[config.mk]
export PLATFORM = sky130hd
export DESIGN_NAME = logic_unit_pipe
export DESIGN_NICKNAME = d
export VERILOG_FILES = /design/src/rtl/logic_unit_pipe.sv
export SDC_FILE = /design/constraint.sdc
export NUM_CORES = 1
export LEC_CHECK = 0
export ABC_CLOCK_PERIOD_IN_PS = 5500
export CORE_MARGIN = 5
export CORE_UTILIZATION = 41
export CTS_CLUSTER_DIAMETER = 100
export DETAILED_ROUTE_END_ITERATION = 7
export PLACE_DENSITY_LB_ADDON = 0.05
export SLEW_MARGIN = 20
export SYNTH_ARGS = -nofsm -noshare
export SYNTH_HDL_FRONTEND = slang
export SYNTH_SLANG_ARGS = --single-unit
export TNS_END_PERCENT = 30
[constraint.sdc]
create_clock -name clk -period 5.5 [get_ports clk]
set_input_delay 1.375 -clock clk [delete_from_list [all_inputs] [get_ports clk]]
set_output_delay 1.375 -clock clk [all_outputs]
set_load 0.1 [all_outputs]
[src/rtl/logic_unit_pipe.sv]
// logic_unit_pipe: one-deep pipelined bitwise logic unit.
// It has run-time operation select and an accumulate mode that feeds the previous result back as B.
// The result register carries zero/ones/parity flags and a wrapping accepted-operation counter.
module logic_unit_pipe #(
  parameter int unsigned WIDTH = 8,
  parameter int unsigned CNT_W = 8
) (
  input  logic             clk,
  input  logic             reset,
  input  logic             in_valid,
  output logic             in_ready,
  input  logic [2:0]       op,
  input  logic             acc_en,
  input  logic [WIDTH-1:0] a,
  input  logic [WIDTH-1:0] b,
  output logic             out_valid,
  input  logic             out_ready,
  output logic [WIDTH-1:0] y,
  output logic             zero,
  output logic             ones,
  output logic             parity,
  output logic [CNT_W-1:0] op_count
);

  typedef enum logic [2:0] {
    OpAnd  = 3'd0,
    OpOr   = 3'd1,
    OpNor  = 3'd2,
    OpNand = 3'd3,
    OpXor  = 3'd4,
    OpXnor = 3'd5,
    OpInv  = 3'd6,
    OpPass = 3'd7
  } op_e;

  logic             r_out_valid;
  logic [WIDTH-1:0] r_y;
  logic             r_zero;
  logic             r_ones;
  logic             r_parity;
  logic [WIDTH-1:0] r_acc;
  logic [CNT_W-1:0] r_op_count;

  logic             w_in_ready;
  logic             w_accept;
  logic             w_drain;
  logic [WIDTH-1:0] w_b_eff;
  logic [WIDTH-1:0] w_result;

  // The single output register frees up whenever it is empty or being drained this cycle.
  assign w_in_ready = !r_out_valid || out_ready;
  // Reset wins over any handshake at the same edge.
  assign w_accept   = in_valid && w_in_ready && !reset;
  assign w_drain    = r_out_valid && out_ready;
  assign w_b_eff    = acc_en ? r_acc : b;

  // Bitwise operation select; INV and PASS look only at a.
  always_comb begin
    w_result = '0;
    unique case (op_e'(op))
      OpAnd:   w_result = a & w_b_eff;
      OpOr:    w_result = a | w_b_eff;
      OpNor:   w_result = ~(a | w_b_eff);
      OpNand:  w_result = ~(a & w_b_eff);
      OpXor:   w_result = a ^ w_b_eff;
      OpXnor:  w_result = ~(a ^ w_b_eff);
      OpInv:   w_result = ~a;
      OpPass:  w_result = a;
      default: w_result = '0;
    endcase
  end

  // Pipeline register: load on accept, clear valid on a bare drain, otherwise hold.
  always_ff @(posedge clk) begin
    if (reset) begin
      r_out_valid <= 1'b0;
      r_y         <= '0;
      r_zero      <= 1'b0;
      r_ones      <= 1'b0;
      r_parity    <= 1'b0;
      r_acc       <= '0;
      r_op_count  <= '0;
    end else if (w_accept) begin
      r_out_valid <= 1'b1;
      r_y         <= w_result;
      r_zero      <= ~|w_result;
      r_ones      <= &w_result;
      r_parity    <= ^w_result;
      r_acc       <= w_result;
      r_op_count  <= r_op_count + CNT_W'(1);
    end else if (w_drain) begin
      r_out_valid <= 1'b0;
    end
  end

  assign in_ready  = w_in_ready;
  assign out_valid = r_out_valid;
  assign y         = r_y;
  assign zero      = r_zero;
  assign ones      = r_ones;
  assign parity    = r_parity;
  assign op_count  = r_op_count;

endmodule

==> impl_metrics.env, run 1 <==
export IMPL_total_power_uw=564.8
export IMPL_ctsRootBufferMaster="clkbuf_8"
export IMPL_vias=1839
export IMPL_drc=0
export IMPL_cts_tree="done"
export IMPL_ant_nets=0
export IMPL_netlist_instances=247
export IMPL_finalInstanceArea_mm2=0.002520
export IMPL_finalCriticalPeriod_ns=4.216
export IMPL_setup_tns_ns=0
export IMPL_ys_seq_area_share_pct=19.80
export IMPL_status="finished, final reports clean"
export IMPL_slew_violations=0
export IMPL_cp_slowest_cell="clkdlybuf4s50_1"
export IMPL_relSlewSlack_pct=34.74
export IMPL_synth_largest_area_cell="dfxtp_1"
export IMPL_drt_iter0_markers=67
export IMPL_synth_top_cell_area_share_pct=19.80
export IMPL_grt_use_total_pct=14.86
export IMPL_p_int_uw=344.0
export IMPL_grt_pass1_vias=1747
export IMPL_p_per_area_mw_per_mm2=224.1
export IMPL_ys_types=45
export IMPL_rows=25
export IMPL_cp_max_fo=8
export IMPL_place_gp_congestion=0.7530
export IMPL_io_buffers=44
export IMPL_syn_area_per_cell_um2=8.186
export IMPL_timing_max_cap_violations=0
export IMPL_clockBufferDepth=2
export IMPL_drive_above_1_share_pct=6.071
export IMPL_finalHoldViolCount=0
export IMPL_worst_hold_slack_ns=0.4638
export IMPL_power_share_clock_pct=27.3
export IMPL_post_cts_setup_buffers=0
export IMPL_start_kind="input pin"
export IMPL_p_comb_share_pct=44.1
export IMPL_slowest_delay_ns=0.85
export IMPL_grt_max_degree=35
export IMPL_dieArea_mm2=0.006436
export IMPL_yosys_top_cells_area="dfxtp_1, ha_1, mux2i_1"
export IMPL_firstDrtPassIters=4
export IMPL_grt_pass1_wl_um=7817
export IMPL_htree_levels=1
export IMPL_nets=330
export IMPL_routedWlPerCell_um=13.30
export IMPL_fin_crit_sh_pct=76.66
export IMPL_tightest_slew_ns=0.9759
export IMPL_sw_frac_of_total_pct=39.09
export IMPL_grt_overflow_total=0
export IMPL_cts_resized_gates=0
export IMPL_cts_sinks=20
export IMPL_crit_start="acc_en"
export IMPL_layoutNonFillerInstCount=347
export IMPL_rsz0062_at_grt="false"
export IMPL_dp_cells=343
export IMPL_antenna_found_initial=0
export IMPL_chipHeight_um=80.23
export IMPL_hold_start="zero$_SDFFE_PP0P_"
export IMPL_synthFlopType="dfxtp_1"
export IMPL_switchingPower_uw=220.8
export IMPL_clock_fmax_mhz=237.2
export IMPL_p_seq_share_pct=28.5
export IMPL_yosys_warnings=0
export IMPL_clock_latency_ns=0.27
export IMPL_setup_violations=0
export IMPL_placedInstanceArea_mm2=0.002449
export IMPL_synth_edff_count=0
export IMPL_worst_setup_path_type="in2reg"
export IMPL_cts_hold_buf=0
export IMPL_worst_ep_required_time_ns=5.68
export IMPL_leakagePower_nw=1.035
export IMPL_crit_arrival_ns=4.40
export IMPL_hold_path_class="reg2reg"
export IMPL_cp_end_kind="flop"
export IMPL_path_clk_slew_ns=0.08
export IMPL_fp_dieW_um=80.23
export IMPL_path_cells="clkdlybuf4s50_1 -> mux2i_1 -> ha_1 -> and4bb_2 -> a221o_1 -> a21oi_1 -> or2_1 -> ha_1 -> xnor2_1 -> xnor2_1 -> nor2_1 -> nor3_1"
export IMPL_hpwl_um=3462
export IMPL_floorplan_initialDensity_pct=42.53
export IMPL_wirelength_um=4614
export IMPL_synth_nets=296
export IMPL_netlist_area_mm2=0.002022
export IMPL_clock_skew_ns=0.008142
export IMPL_fill_cells=500
export IMPL_peakVddDrop_v=0.0001231
export IMPL_core_area_mm2=0.004755
export IMPL_ys_async_sr_fraction_pct=0
export IMPL_synth_seq_cells=20
export IMPL_cts_buffers=3
export IMPL_viasPerCell=5.300
export IMPL_io_pins=45
export IMPL_reg2reg_from="r_acc[1]$_SDFFE_PP0P_"
export IMPL_area_delta_synth_final_pct=24.63
export IMPL_n_antenna_cell=0
-- layer usage --
layer  vias to the layer above  global-route usage [%]  wire length, µm
met4                         0                   3.885               21
met3                         2                   3.363              208
li1                        956                       -                -
met2                        42                   24.67             2144
met1                       839                   19.26             2240
met5                         -                       0                0
-- logic make-up (layout without fill, tap and decap cells) --
| kind of cell | count (synthesis) | count (layout) | synth area share, % |
|---|---|---|---|
| AND/OR/NAND/NOR | 77 | 77 | 22.83 |
| buffers and inverters | 41 | 74 | 9.900 |
| flip-flops | 20 | 20 | 19.80 |
| AO/OA/AOI/OAI | 60 | 60 | 21.04 |
| multiplexers | 9 | 9 | 4.456 |
| XOR/XNOR | 15 | 15 | 6.498 |
| adder cells (fa/ha/maj) | 25 | 25 | 15.47 |
-- registers in the layout (all words and copies together) (netlist names) --
name / cells
ones: 1
op_count: 8
out_valid: 1
parity: 1
r_acc: 8
zero: 1
-- path summary, 6_finish.rpt --
check | end | depth (start not counted) | slack, ns
min reg2reg | zero$_SDFFE_PP0P_ | 2 | 0.46
max | parity$_SDFFE_PP0P_ | 12 | 1.28
max reg2reg | parity$_SDFFE_PP0P_ | 11 | 2.98
min | zero$_SDFFE_PP0P_ | 2 | 0.46
-- stage by stage --
| step | util [%] | setup slack (ns) |
|---|---|---|
| after detailed placement | 51.50 | 0.9312 |
| final | 53.00 | 1.284 |
| after global routing | 53.00 | 0.9529 |
| after global placement | 51.50 | 1.058 |
| after CTS | 53.00 | 1.264 |
| after floorplan | - | 1.685 |
-- cell type report --
class                           instances  area (µm²)  area share (%)
Clock inverter                          1       30.03           1.192
Inverter                               24       90.09           3.575
Timing Repair Buffer                   46       452.9           17.97
Multi-Input combinational cell        186        1421           56.40
Clock buffer                            3       41.29           1.639
Tap cell                               67       83.83           3.327
Sequential cell                        20       400.4           15.89
-- synth_stat cells, types with 3 or more instances --
library cell  count
a21oi_1          11
xor2_1            7
nand2b_1          3
or4_1             6
nand3_1           4
nand4_1           4
a32oi_1           5
nor2_1           14
o21ai_0          12
clkbuf_1          6
nor3b_2           5
a31oi_1           7
dfxtp_1          20
o21a_1            5
a211oi_1          5
or3_1             9
xnor2_1           8
buf_2             7
mux2i_1           9
nand2_1          14
o221a_1           5
and2_1            4
inv_1            23
ha_1             25
-- cell usage in the layout (no fill, tap or decap), types with 2 or more instances in the layout --
master,n
or3_1,9
buf_4,3
xnor2_1,8
mux2i_1,9
or4_1,6
and2_1,4
dfxtp_1,20
a31oi_1,7
a32o_1,2
or2_2,2
o21a_1,5
ha_1,25
a211oi_1,5
inv_1,23
clkdlybuf4s50_1,43
nor2_1,14
nor2b_1,2
xor2_1,7
nor4_1,2
clkbuf_8,3
nand2b_1,3
a32oi_1,5
o21ai_0,12
nor4bb_1,2
a21oi_1,11
o221a_1,5
nand3_1,4
nand2_1,14
nand4_1,4
o211ai_1,2
nor3b_2,5
-- power by group through the flow --
| stage | Combinational, mW | Clock, mW | Sequential, mW |
|---|---|---|---|
| 3_5_place_dp | 0.250 | 0 | 0.165 |
| 4_1_cts | 0.251 | 0.157 | 0.162 |
| 3_3_place_gp | 0.249 | 0 | 0.165 |
| 6_report | 0.249 | 0.154 | 0.161 |
| 2_1_floorplan | 0.127 | 0 | 0.230 |
| 5_1_grt | 0.272 | 0.165 | 0.163 |
-- worst max-delay path: cells and delay by family --
kind / cells / cell delay [ns]
adders and majority gates: 2 / 0.56
AOI/OAI and AO/OA: 2 / 0.24
buffers and inverters: 1 / 0.85
muxes: 1 / 0.30
and+or+nand+nor: 4 / 0.75
xor gates and xnor gates: 2 / 0.32
No activity file was read; power rests on OpenSTA's default activity.
==> inputs of run 2 (changes only) <==
- ABC_CLOCK_PERIOD_IN_PS: 5500 -> 3400
- clock period: 5.5 -> 3.4 ns (I/O delays scaled with it)
==> impl_metrics.env, run 2 (synthesized netlist as in run 1, its figures left out) <==
export IMPL_status="finished, final reports clean"
export IMPL_firstDrtPassIters=4
export IMPL_hpwl_um=3742
export IMPL_post_cts_setup_buffers=0
export IMPL_worst_setup_path_type="in2reg"
export IMPL_grt_use_total_pct=15.15
export IMPL_antenna_found_initial=0
export IMPL_viasPerCell=5.239
export IMPL_place_gp_congestion=0.7893
export IMPL_n_antenna_cell=0
export IMPL_drc=0
export IMPL_fin_crit_sh_pct=92.60
export IMPL_worst_ep_required_time_ns=3.59
export IMPL_timing_max_cap_violations=0
export IMPL_hold_start="ones$_SDFFE_PP0P_"
export IMPL_wirelength_um=4860
export IMPL_start_kind="input pin"
export IMPL_reg2reg_slack_ns=0.94
export IMPL_grt_max_degree=35
export IMPL_floorplan_initialDensity_pct=42.53
export IMPL_worst_hold_slack_ns=0.4591
export IMPL_clock_skew_ns=0.002674
export IMPL_clockBufferDepth=2
export IMPL_hold_path_class="reg2reg"
export IMPL_io_buffers=44
export IMPL_grt_pass1_wl_um=7941
export IMPL_r2r_end="ones$_SDFFE_PP0P_"
export IMPL_nets=356
export IMPL_cp_max_fo=6
export IMPL_reg2reg_from="r_acc[6]$_SDFFE_PP0P_"
export IMPL_relSlewSlack_pct=60.33
export IMPL_cp_end_kind="flop"
export IMPL_dieArea_mm2=0.006436
export IMPL_io_pins=45
export IMPL_peakVddDrop_v=0.0002093
export IMPL_ant_nets=0
export IMPL_p_per_area_mw_per_mm2=346.4
export IMPL_cts_sinks=20
export IMPL_finalHoldViolCount=0
export IMPL_final_common_cell="buf_4"
export IMPL_path_clk_slew_ns=0.08
export IMPL_htree_levels=1
export IMPL_grt_pass1_vias=1789
export IMPL_tightest_slew_ns=0.5936
export IMPL_clock_fmax_mhz=317.6
export IMPL_rows=25
export IMPL_leakagePower_nw=1.218
export IMPL_vias=1954
export IMPL_r2r_cells=11
export IMPL_holdPathStages=2
export IMPL_final_cell_mix="buf_4, ha_1, inv_1, clkdlybuf4s50_1, dfxtp_1"
export IMPL_finalCriticalPeriod_ns=3.148
export IMPL_grt_overflow_total=0
export IMPL_fill_cells=461
export IMPL_ctsRootBufferMaster="clkbuf_8"
export IMPL_crit_arrival_ns=3.34
export IMPL_routedWlPerCell_um=13.03
export IMPL_core_area_mm2=0.004755
export IMPL_chipHeight_um=80.23
export IMPL_drive_above_1_share_pct=21.24
export IMPL_min_to="ones$_SDFFE_PP0P_"
export IMPL_fp_dieW_um=80.23
export IMPL_total_power_uw=943.8
export IMPL_clock_latency_ns=0.26
export IMPL_area_delta_synth_final_pct=34.78
export IMPL_slew_violations=0
export IMPL_setup_violations=0
export IMPL_drt_iter0_markers=63
export IMPL_cts_buffers=3
export IMPL_final_util_pct=57.32
export IMPL_cts_tree="done"
[run 2: per-layer routing]
layer / GRT usage (%) / share of wire, %
met1: 20.18 / 46
met2: 25.99 / 48
met3: 3.027 / 5.1
met4: 1.520 / 0.29
met5: 0 / 0
[run 2: how the worst max path moves through the flow]
stage / start / to / slack (ns) / depth (start not counted)
CTS: acc_en / parity$_SDFFE_PP0P_ / 0.20 / 13
global route: acc_en / parity$_SDFFE_PP0P_ / -0.001 / 13
finish: acc_en / parity$_SDFFE_PP0P_ / 0.25 / 13
floorplan: acc_en / parity$_SDFFE_PP0P_ / 0.11 / 12
detailed placement: acc_en / parity$_SDFFE_PP0P_ / -0.33 / 13
global placement: acc_en / parity$_SDFFE_PP0P_ / -0.27 / 13
[run 2: cell type report]
cell class | instances | area, µm² | area share (%)
Clock buffer | 3 | 41.29 | 1.515
Clock inverter | 1 | 30.03 | 1.102
Inverter | 24 | 90.09 | 3.306
Multi-Input combinational cell | 186 | 1431 | 52.53
Sequential cell | 20 | 400.4 | 14.69
Tap cell | 67 | 83.83 | 3.076
Timing Repair Buffer | 72 | 648.1 | 23.78
[run 2: what timing repair did]
action / in CTS / in global routing
hold buffers: 0 / 0
endpoints found under the hold margin: 0 / 0
endpoints found under the setup margin: 2 / 1
pin swaps: 0 / 1
gates resized for setup: 1 / 3
[run 2: per-stage QoR]
step           setup WS [ns]   TNS (ns)  area, µm²  std cells
2_1_floorplan         0.1100          0       2022        247
3_3_place_gp         -0.2725    -0.5892       2644        369
3_5_place_dp         -0.3285    -0.7174       2644        369
4_1_cts               0.2007          0       2714        373
5_1_grt            -0.001369  -0.001369       2725        373
6_report              0.2516          0       2725        373
[run 2: worst max-delay path, stage by stage]
cell and delay (ns):
clkdlybuf4s15_1 0.27, buf_12 0.17, mux2i_2 0.23, ha_1 0.27, and4bb_2 0.29, a221o_1 0.14
a21oi_1 0.09, or2_1 0.25, ha_1 0.28, xnor2_1 0.19, xnor2_1 0.14, nor2_1 0.05
nor3_1 0.13
[run 2: report_power, final]
group          switching [mW]  internal, mW  total, mW
logic                   0.263         0.176      0.440
registers              0.0120         0.249      0.261
clock network          0.0859         0.157      0.243
total                   0.361         0.583      0.944
==> inputs of run 3 (changes only) <==
- CTS_CLUSTER_SIZE: not set -> 8
- GPL_TIMING_DRIVEN: not set -> 0
==> impl_metrics.env, run 3 (synthesized netlist as in run 1, its figures left out) <==
export IMPL_p_per_area_mw_per_mm2=355.7
export IMPL_setup_violations=0
export IMPL_viasPerCell=5.278
export IMPL_htree_levels=1
export IMPL_n_antenna_cell=0
export IMPL_cp_end_kind="output pin"
export IMPL_finalInstanceArea_mm2=0.002597
export IMPL_fin_crit_sh_pct=96.58
export IMPL_io_buffers=42
export IMPL_relSlewSlack_pct=34.64
export IMPL_reg2reg_slack_ns=0.89
export IMPL_dieArea_mm2=0.006436
export IMPL_path_buf_inv=3
export IMPL_area_delta_synth_final_pct=28.47
export IMPL_grt_max_degree=13
export IMPL_seqCellArea_um2=400.4
export IMPL_path_cells="clkdlybuf4s50_1 -> nand2b_1 -> buf_2 -> dlygate4sd2_1"
export IMPL_grtUsageMet1_pct=20.09
export IMPL_cts_hold_buf=0
export IMPL_vias=1900
export IMPL_slew_violations=0
export IMPL_hold_start="ones$_SDFFE_PP0P_"
export IMPL_ant_nets=0
export IMPL_fill_cells=485
export IMPL_final_common_cell="clkdlybuf4s50_1"
export IMPL_cts_sinks=20
export IMPL_final_cell_mix="clkdlybuf4s50_1, ha_1, inv_1, dfxtp_1"
export IMPL_clock_latency_ns=0.27
export IMPL_slowest_delay_ns=0.87
export IMPL_busiest_layer="met2"
export IMPL_tightest_slew_ns=0.9774
export IMPL_antenna_found_initial=0
export IMPL_drive_above_1_share_pct=8.874
export IMPL_r2r_end="parity$_SDFFE_PP0P_"
export IMPL_worst_setup_path_type="in2out"
export IMPL_wirelength_um=5083
export IMPL_finalHoldViolCount=0
export IMPL_grt_pass1_vias=1769
export IMPL_ctsRootBufferMaster="clkbuf_8"
export IMPL_path_clk_slew_ns=0.08
export IMPL_status="finished, final reports clean"
export IMPL_min_to="ones$_SDFFE_PP0P_"
export IMPL_drc=0
export IMPL_peakVddDrop_v=0.0001903
export IMPL_drt_iter0_markers=115
export IMPL_holdPathStages=2
export IMPL_rsz0062_at_grt="false"
export IMPL_nets=343
export IMPL_cts_buffers=3
export IMPL_place_gp_congestion=0.7936
export IMPL_met2_usage_pct=26.66
export IMPL_hpwl_um=3933
export IMPL_clock_fmax_mhz=304.5
export IMPL_gr_usage_met3_pct=3.251
export IMPL_cts_tree="done"
export IMPL_floorplan_initialDensity_pct=42.53
export IMPL_cp_slowest_cell="dlygate4sd2_1"
export IMPL_timing_max_cap_violations=0
export IMPL_routedWlPerCell_um=14.12
export IMPL_grt_use_total_pct=15.78
export IMPL_clock_skew_ns=0.005661
export IMPL_worst_ep_required_time_ns=2.55
export IMPL_placedInstanceArea_mm2=0.002526
export IMPL_io_pins=45
export IMPL_cp_top_family="buffers and inverters"
export IMPL_reg2reg_from="r_acc[1]$_SDFFE_PP0P_"
export IMPL_start_kind="input pin"
export IMPL_post_cts_setup_buffers=0
export IMPL_clockBufferDepth=2
export IMPL_hold_path_class="reg2reg"
export IMPL_core_area_mm2=0.004755
export IMPL_leakagePower_nw=1.080
export IMPL_r2r_cells=11
export IMPL_grt_overflow_total=0
export IMPL_multiInputGateArea_mm2=0.001421
export IMPL_crit_arrival_ns=2.43
export IMPL_grt_pass1_wl_um=8059
export IMPL_worst_hold_slack_ns=0.4600
export IMPL_cts_resized_gates=2
export IMPL_rows=25
export IMPL_chipHeight_um=80.23
export IMPL_fp_dieW_um=80.23
export IMPL_cp_max_fo=8
export IMPL_firstDrtPassIters=4
export IMPL_finalCriticalPeriod_ns=3.284
## run 3: cell types whose count changed in the layout (fill, tap and decap cells not counted), sizes merged
| cell | previous run | this run |
|---|---|---|
| buf | 49 | 11 |
| clkbuf | 3 | 9 |
| clkdlybuf4s15 | 1 | 0 |
| clkdlybuf4s50 | 22 | 41 |
| dlygate4sd2 | 0 | 1 |
## run 3: stage by stage
step	setup slack, ns	instances	power, mW	TNS [ns]	utilization (%)
6_report	0.1164	360	0.9240	0	54.63
2_1_floorplan	0.1100	247	0.5769	0	-
4_1_cts	0.1163	360	0.9319	0	54.63
3_5_place_dp	-0.4315	356	0.6857	-1.051	53.13
3_3_place_gp	-0.4103	356	0.6817	-1.016	53.13
5_1_grt	0.02571	360	0.9748	0	54.63
## run 3: tightest hold or removal path, delay by kind of cell, from the launching register on
family / cells / cell delay, ns
AND/OR/NAND/NOR: 1 / 0.05
flip-flops: 1 / 0.32
AO/OA/AOI/OAI: 1 / 0.05
## run 3: per-layer routing
metal	up-vias	share of wire [%]
met1	864	48
met4	0	0.94
li1	982	-
met2	46	46
met3	8	4.9
met5	-	0
## run 3: final cells by class
class | instances | share of cell area, %
Clock inverter | 1 | 1.156
Clock buffer | 3 | 1.590
Timing Repair Buffer | 42 | 16.14
Tap cell | 67 | 3.227
Multi-Input combinational cell | 186 | 54.72
Inverter | 24 | 3.468
Sequential cell | 20 | 15.41
Buffer | 17 | 4.287
## run 3: worst max path at each step
stage / start / endpoint / slack [ns] / depth (start not counted)
global route: op[2] / parity$_SDFFE_PP0P_ / 0.03 / 10
detailed placement: acc_en / parity$_SDFFE_PP0P_ / -0.43 / 12
CTS: out_ready / in_ready / 0.12 / 4
finish: out_ready / in_ready / 0.12 / 4
global placement: acc_en / parity$_SDFFE_PP0P_ / -0.41 / 12
floorplan: acc_en / parity$_SDFFE_PP0P_ / 0.11 / 12
## run 3: where the power goes
part	internal (mW)	leakage [nW]	total [mW]	switching, mW
clock network	0.157	0.0357	0.245	0.0879
registers	0.249	0.163	0.260	0.0106
logic	0.156	0.881	0.419	0.263
